===== src/rtl/my_universal_register.sv =====
// Multi-mode data register: clear/load/inc/dec/add/sub, single-bit shifts and
// rotates, and a multi-cycle shift-by-N with busy/done handshake.

`ifndef MY_UNIVERSAL_REGISTER_VH
`define MY_UNIVERSAL_REGISTER_VH
`define MUR_NOP  4'd0
`define MUR_CLR  4'd1
`define MUR_LOAD 4'd2
`define MUR_INCR 4'd3
`define MUR_DECR 4'd4
`define MUR_ADD  4'd5
`define MUR_SUB  4'd6
`define MUR_SHL  4'd7
`define MUR_SHR  4'd8
`define MUR_ROL  4'd9
`define MUR_ROR  4'd10
`define MUR_SHLN 4'd11
`define MUR_SHRN 4'd12
`endif

module my_universal_register #(
  parameter int DATA_WIDTH = 8,
  parameter bit SATURATE   = 1'b0
) (
  input  logic                  clk,
  input  logic                  rst,
  input  logic [3:0]            ctrl,
  input  logic [DATA_WIDTH-1:0] data_input,
  input  logic                  serial_in,
  output logic [DATA_WIDTH-1:0] data_output,
  output logic                  carry,
  output logic                  zero,
  output logic                  busy,
  output logic                  done
);

  localparam int CNT_W = $clog2(DATA_WIDTH);

  typedef enum logic {
    IDLE,
    SHIFT
  } state_t;

  state_t                state_q;
  logic [DATA_WIDTH-1:0] data_q;
  logic                  carry_q;
  logic                  done_q;
  logic [CNT_W-1:0]      cnt_q;
  logic                  shift_left_q;

  logic [DATA_WIDTH-1:0] operand;
  logic [DATA_WIDTH:0]   wide_sum;
  logic [DATA_WIDTH:0]   wide_diff;
  logic [DATA_WIDTH-1:0] next_data;
  logic                  next_carry;
  logic [CNT_W-1:0]      shift_n;
  logic                  is_shift_n_cmd;

  assign shift_n        = data_input[CNT_W-1:0];
  assign is_shift_n_cmd = (ctrl == `MUR_SHLN) || (ctrl == `MUR_SHRN);

  // Arithmetic at DATA_WIDTH+1 bits; the top bit is carry-out or borrow.
  assign operand   = ((ctrl == `MUR_INCR) || (ctrl == `MUR_DECR))
                     ? DATA_WIDTH'(1) : data_input;
  assign wide_sum  = {1'b0, data_q} + {1'b0, operand};
  assign wide_diff = {1'b0, data_q} - {1'b0, operand};

  // NOTE: every output of this block gets a default first, so no latch is inferred.
  always_comb begin
    next_data  = data_q;
    next_carry = carry_q;
    case (ctrl)
      `MUR_CLR: begin
        next_data  = '0;
        next_carry = 1'b0;
      end
      `MUR_LOAD: begin
        next_data  = data_input;
        next_carry = 1'b0;
      end
      `MUR_INCR, `MUR_ADD: begin
        next_data  = (SATURATE && wide_sum[DATA_WIDTH]) ? '1 : wide_sum[DATA_WIDTH-1:0];
        next_carry = wide_sum[DATA_WIDTH];
      end
      `MUR_DECR, `MUR_SUB: begin
        next_data  = (SATURATE && wide_diff[DATA_WIDTH]) ? '0 : wide_diff[DATA_WIDTH-1:0];
        next_carry = wide_diff[DATA_WIDTH];
      end
      `MUR_SHL: begin
        next_data  = {data_q[DATA_WIDTH-2:0], serial_in};
        next_carry = data_q[DATA_WIDTH-1];
      end
      `MUR_SHR: begin
        next_data  = {serial_in, data_q[DATA_WIDTH-1:1]};
        next_carry = data_q[0];
      end
      `MUR_ROL: begin
        next_data  = {data_q[DATA_WIDTH-2:0], data_q[DATA_WIDTH-1]};
        next_carry = data_q[DATA_WIDTH-1];
      end
      `MUR_ROR: begin
        next_data  = {data_q[0], data_q[DATA_WIDTH-1:1]};
        next_carry = data_q[0];
      end
      default: begin
        next_data  = data_q;
        next_carry = carry_q;
      end
    endcase
  end

  // NOTE: sequential state uses non-blocking assignments only; the async reset
  // clears every flop, including the shift counter, so an aborted shift leaves nothing behind.
  always_ff @(posedge clk or negedge rst) begin
    if (!rst) begin
      state_q      <= IDLE;
      data_q       <= '0;
      carry_q      <= 1'b0;
      done_q       <= 1'b0;
      cnt_q        <= '0;
      shift_left_q <= 1'b0;
    end else begin
      done_q <= 1'b0;
      unique case (state_q)
        IDLE: begin
          if (is_shift_n_cmd) begin
            // The command edge only arms the counter; shifting starts next edge.
            if (shift_n != '0) begin
              state_q      <= SHIFT;
              cnt_q        <= shift_n;
              shift_left_q <= (ctrl == `MUR_SHLN);
            end else begin
              done_q <= 1'b1;
            end
          end else begin
            data_q  <= next_data;
            carry_q <= next_carry;
          end
        end
        SHIFT: begin
          if (ctrl == `MUR_CLR) begin
            state_q <= IDLE;
            data_q  <= '0;
            carry_q <= 1'b0;
            cnt_q   <= '0;
          end else begin
            if (shift_left_q) begin
              data_q  <= {data_q[DATA_WIDTH-2:0], 1'b0};
              carry_q <= data_q[DATA_WIDTH-1];
            end else begin
              data_q  <= {1'b0, data_q[DATA_WIDTH-1:1]};
              carry_q <= data_q[0];
            end
            cnt_q <= cnt_q - CNT_W'(1);
            if (cnt_q == CNT_W'(1)) begin
              state_q <= IDLE;
              done_q  <= 1'b1;
            end
          end
        end
      endcase
    end
  end

  assign data_output = data_q;
  assign carry       = carry_q;
  assign zero        = (data_q == '0);
  assign busy        = (state_q == SHIFT);
  assign done        = done_q;

endmodule


===== config.mk =====
export PLATFORM = sky130hd
export DESIGN_NAME = my_universal_register
export DESIGN_NICKNAME = d
export VERILOG_FILES = /design/src/rtl/my_universal_register.sv
export SDC_FILE = /design/constraint.sdc
export NUM_CORES = 1
export LEC_CHECK = 0
export CORE_ASPECT_RATIO = 1.75
export CORE_MARGIN = 3
export CORE_UTILIZATION = 51
export DETAILED_ROUTE_END_ITERATION = 8
export MAX_ROUTING_LAYER = met4
export PLACE_DENSITY_LB_ADDON = 0.15
export SLEW_MARGIN = 20
export SYNTH_ARGS = -nofsm -noshare
export SYNTH_HDL_FRONTEND = slang
export SYNTH_SLANG_ARGS = --single-unit

===== constraint.sdc =====
create_clock -name clk -period 2.41 [get_ports clk]
set_input_delay 0.241 -clock clk [delete_from_list [all_inputs] [get_ports clk]]
set_output_delay 0.241 -clock clk [all_outputs]
set_load 0.05 [all_outputs]

==> flow_metrics.tcl <==
set metrics [dict create \
    final_instance_area_um2 3090 \
    grt_util_all_layers 0.340 \
    grt_pass1_vias 2540 \
    detailroute.wirelength.met2_um 4090 \
    worst_slack_ns -0.104 \
    postCtsHoldBufs 0 \
    worst-setup-path-type "input pin to register" \
    timing.critical_path.cells "buf_2 > mux2i_4 > or2_4 > buf_4 > nand2_4 > ha_4 > inv_2 > fa_2 > a21o_1 > a21oi_2 > o21ai_1 > a2111oi_2 > o41a_1" \
    combinationalPowerShare 0.782 \
    critPathTopFamily "compound AO/OA/AOI/OAI gates" \
    violated_checks "negative setup slack" \
    placed_area_um2 2870 \
    synth_sequential_area_ratio 0.179 \
    power_per_cell_area_nw_per_um2 1110 \
    switching_power_uw 1740 \
    number_of_nets_in_the_synthesized_netlist 302 \
    grt_setup_unrepaired "yes" \
    ff2ff_setup_slack_ns 0.04 \
    clock_path_buffers 2 \
    detail-route-antenna-nets 0 \
    fin_hold_ws_ns 0.410 \
    critPathCaptureType "register" \
    routed_wire_length_per_instance_um 20.2 \
    yosys.area_share.simple 0.189 \
    grt_first_pass_wirelength_um 12300 \
    cts_root_buffer "sky130_fd_sc_hd__clkbuf_8" \
    core_um2 3900 \
    clock_latency_ns 0.25 \
    synthMuxAreaShare 0.0484 \
    share_of_the_cycle_needed_by_the_critical_path_after_routing 1.04 \
    fin_worst_skew_ns 0.00279 \
    timing.max_cap.violations 0 \
    synth_top_flop_cell "sky130_fd_sc_hd__dfrtp_1" \
    outcome "finished, violations left" \
    start_util 0.537 \
    fp-row-count 30 \
    regToRegEndpoint "carry" \
    worstPathMaxFanout 4 \
    numPlacedInstances 380 \
    hold_path_class "input pin to async pin" \
    report.final.hold_viol_count 0 \
    max-slew-margin-rel 0.537 \
    slowest_delay_ns 0.42 \
    tritoncts.num_buffers 3 \
    first_iter_violations 128 \
    clock_power_share 0.061 \
    final-instance-count-excl-fill 391 \
    cp_num_buf_inv 3 \
    finalWorstPathRequiredPeriod_ns 2.51 \
    routed.top_layer "met4" \
    synth-edff-count 0 \
    p_int_uw 1680 \
    cts.clk_slew.worst_paths_ns 0.06 \
    setup.worst_path.start_class "input pin" \
    grt_overflow_total 0 \
    routed-wl-met3_um 482 \
    synth_warnings 0 \
    dieWidth_um 54.5 \
    critPathSlowestCell "sky130_fd_sc_hd__a2111oi_2" \
    area_growth_pct 47.3 \
    port_buffers 26 \
    final_common_cell "sky130_fd_sc_hd__buf_4" \
    synth-async-reset-ratio 1.00 \
    drive_above_1_share 0.350 \
    synth_compound_area_frac 0.324 \
    post-layout-total-power_uw 3420 \
    die_area_um2 4940 \
    r2r_start "data_output[0]" \
    worstMarginPinSlew_ns 0.693 \
    tritoncts "built" \
    yosys.cell_types.count 61 \
    grt_max_degree 23 \
    crit_start "ctrl[2]" \
    setup-violations-final 2 \
    post_synthesis_cell_area_um2 2100 \
    max_freq_mhz 398 \
    ios 27 \
    nets 381 \
    timing.final.max_slew_violations 0 \
    synth_top_family_by_area "compound AO/OA/AOI/OAI gates" \
    routedLengthMet1_um 2650 \
    static-leakage-power_uw 0.00137 \
    drt_drc_violations_left 0 \
    timing.reg2reg.worst_path_depth 9 \
    share_seq_of_total_power 0.157 \
    syn-instance-count 265 \
    parity_gate_share_of_the_synthesized_area_counting_xor_and_xnor_cells 0.0293 \
    floorplan.die.height_um 90.8 \
    cts.sinks 15 \
    detailedRoute.firstPassIterationCount 5 \
    dpl.hpwl_um 5690 \
    avgSynthCellArea_um2 7.91 \
    htreeDepth 1 \
    antenna-diode-count 0 \
    irDropWorstVdd_mv 1.01 \
    vias 2535 \
    grt_antenna_before_repair 0 \
    synth_seq_cells 15 \
    gp_routability_congestion 0.954 \
    synth_adder_area_share 0.139 \
    drt_wl_total_um 7900 \
    worst_ep_arrival_time_ns 2.69 \
    critical_path_required_ns 2.59 \
    most-common-layout-cells "sky130_fd_sc_hd__buf_4, sky130_fd_sc_hd__nand2_1, sky130_fd_sc_hd__inv_1, sky130_fd_sc_hd__clkdlybuf4s50_1, sky130_fd_sc_hd__nor2_1" \
    switching_fraction_of_total_power 0.508 \
    vias_per_cell 6.48 \
]
stage by stage:
step	utilization	setup TNS [ns]	setup slack [ns]
6_report	0.791	-0.166	-0.104
2_1_floorplan	-	-1.25	-0.225
3_5_place_dp	0.735	-5.71	-0.790
5_1_grt	0.791	-0.478	-0.172
3_3_place_gp	0.735	-5.21	-0.698
4_1_cts	0.769	-0.0634	-0.0510
synth_stat cells, drive strengths merged (2+ instances only):
library cell | instances | area [µm²]
o21bai | 2 | 15.0
or2 | 2 | 12.5
a221oi | 8 | 93.8
a21boi | 3 | 22.5
a222oi | 4 | 40.0
nand3b | 2 | 15.0
o31ai | 2 | 15.0
or4 | 3 | 22.5
fa | 2 | 40.0
nand2b | 2 | 12.5
or3b | 2 | 17.5
buf | 10 | 72.6
a22o | 7 | 61.3
nand3 | 3 | 15.0
o22ai | 3 | 18.8
clkbuf | 8 | 30.0
nand2 | 28 | 105
inv | 24 | 90.1
nor2b | 4 | 32.5
a2111oi | 2 | 23.8
xnor2 | 5 | 43.8
a21o | 2 | 15.0
o21a | 3 | 22.5
a221o | 2 | 20.0
dfrtp | 15 | 375
a21oi | 21 | 113
xor2 | 2 | 17.5
or3 | 2 | 12.5
a31oi | 3 | 18.8
and2 | 2 | 12.5
a31o | 2 | 17.5
o21ai | 15 | 75.1
nor2 | 19 | 73.8
mux2i | 9 | 90.1
ha | 20 | 250
nor3b | 3 | 22.5
o221ai | 3 | 26.3
nor3 | 5 | 25.0
power by group through the flow:
| stage | Sequential, µW | Combinational (µW) | Clock [µW] |
|---|---|---|---|
| 6_report | 535 | 2670 | 209 |
| 5_1_grt | 541 | 2860 | 225 |
| 4_1_cts | 520 | 2520 | 211 |
| 3_5_place_dp | 519 | 2420 | 0 |
| 3_3_place_gp | 514 | 2390 | 0 |
| 2_1_floorplan | 766 | 1300 | 0 |
layer usage:
| metal | global-route usage | vias to the layer above |
|---|---|---|
| met2 | 0.541 | 153 |
| li1 | - | 1127 |
| met1 | 0.354 | 1194 |
| met4 | 0.241 | 0 |
| met3 | 0.0628 | 61 |
| met5 | - | - |
how the worst max path moves through the flow:
stage                           to  slack, ns  depth (start not counted)
finish                       carry      -0.10                         13
global route                 carry      -0.17                         13
CTS                          carry      -0.05                         13
detailed placement           carry      -0.79                         14
global placement             carry      -0.70                         14
floorplan           data_output[4]      -0.22                         15
final cells by class:
cell class	instances	area, µm²
fillers	288	817
repair buffers	92	757
flip-flops and latches	15	375
inverters	24	92.6
well taps	48	60.1
clock buffers	4	45.0
multi-input cells	208	1760
sequential cells by signal (all words and copies together), names as in the netlist:
| name | flops |
|---|---|
| cnt_q | 3 |
| busy | 1 |
| shift_left_q | 1 |
| carry | 1 |
| done | 1 |
| data_output | 8 |
cell families after synthesis:
kind of cell | count (synthesis)
buffers and inverters | 42
adder cells (fa/ha/maj) | 22
AO/OA/AOI/OAI | 90
multiplexers | 10
XOR/XNOR | 7
AND/OR/NAND/NOR | 79
flip-flops | 15
timing repair:
item                       CTS  global route
setup endpoints to repair    9             8
resized for setup           25            15
setup buffers                6             1
pin swaps                   11            13
Note: power is estimated with default switching activity, not from simulation.
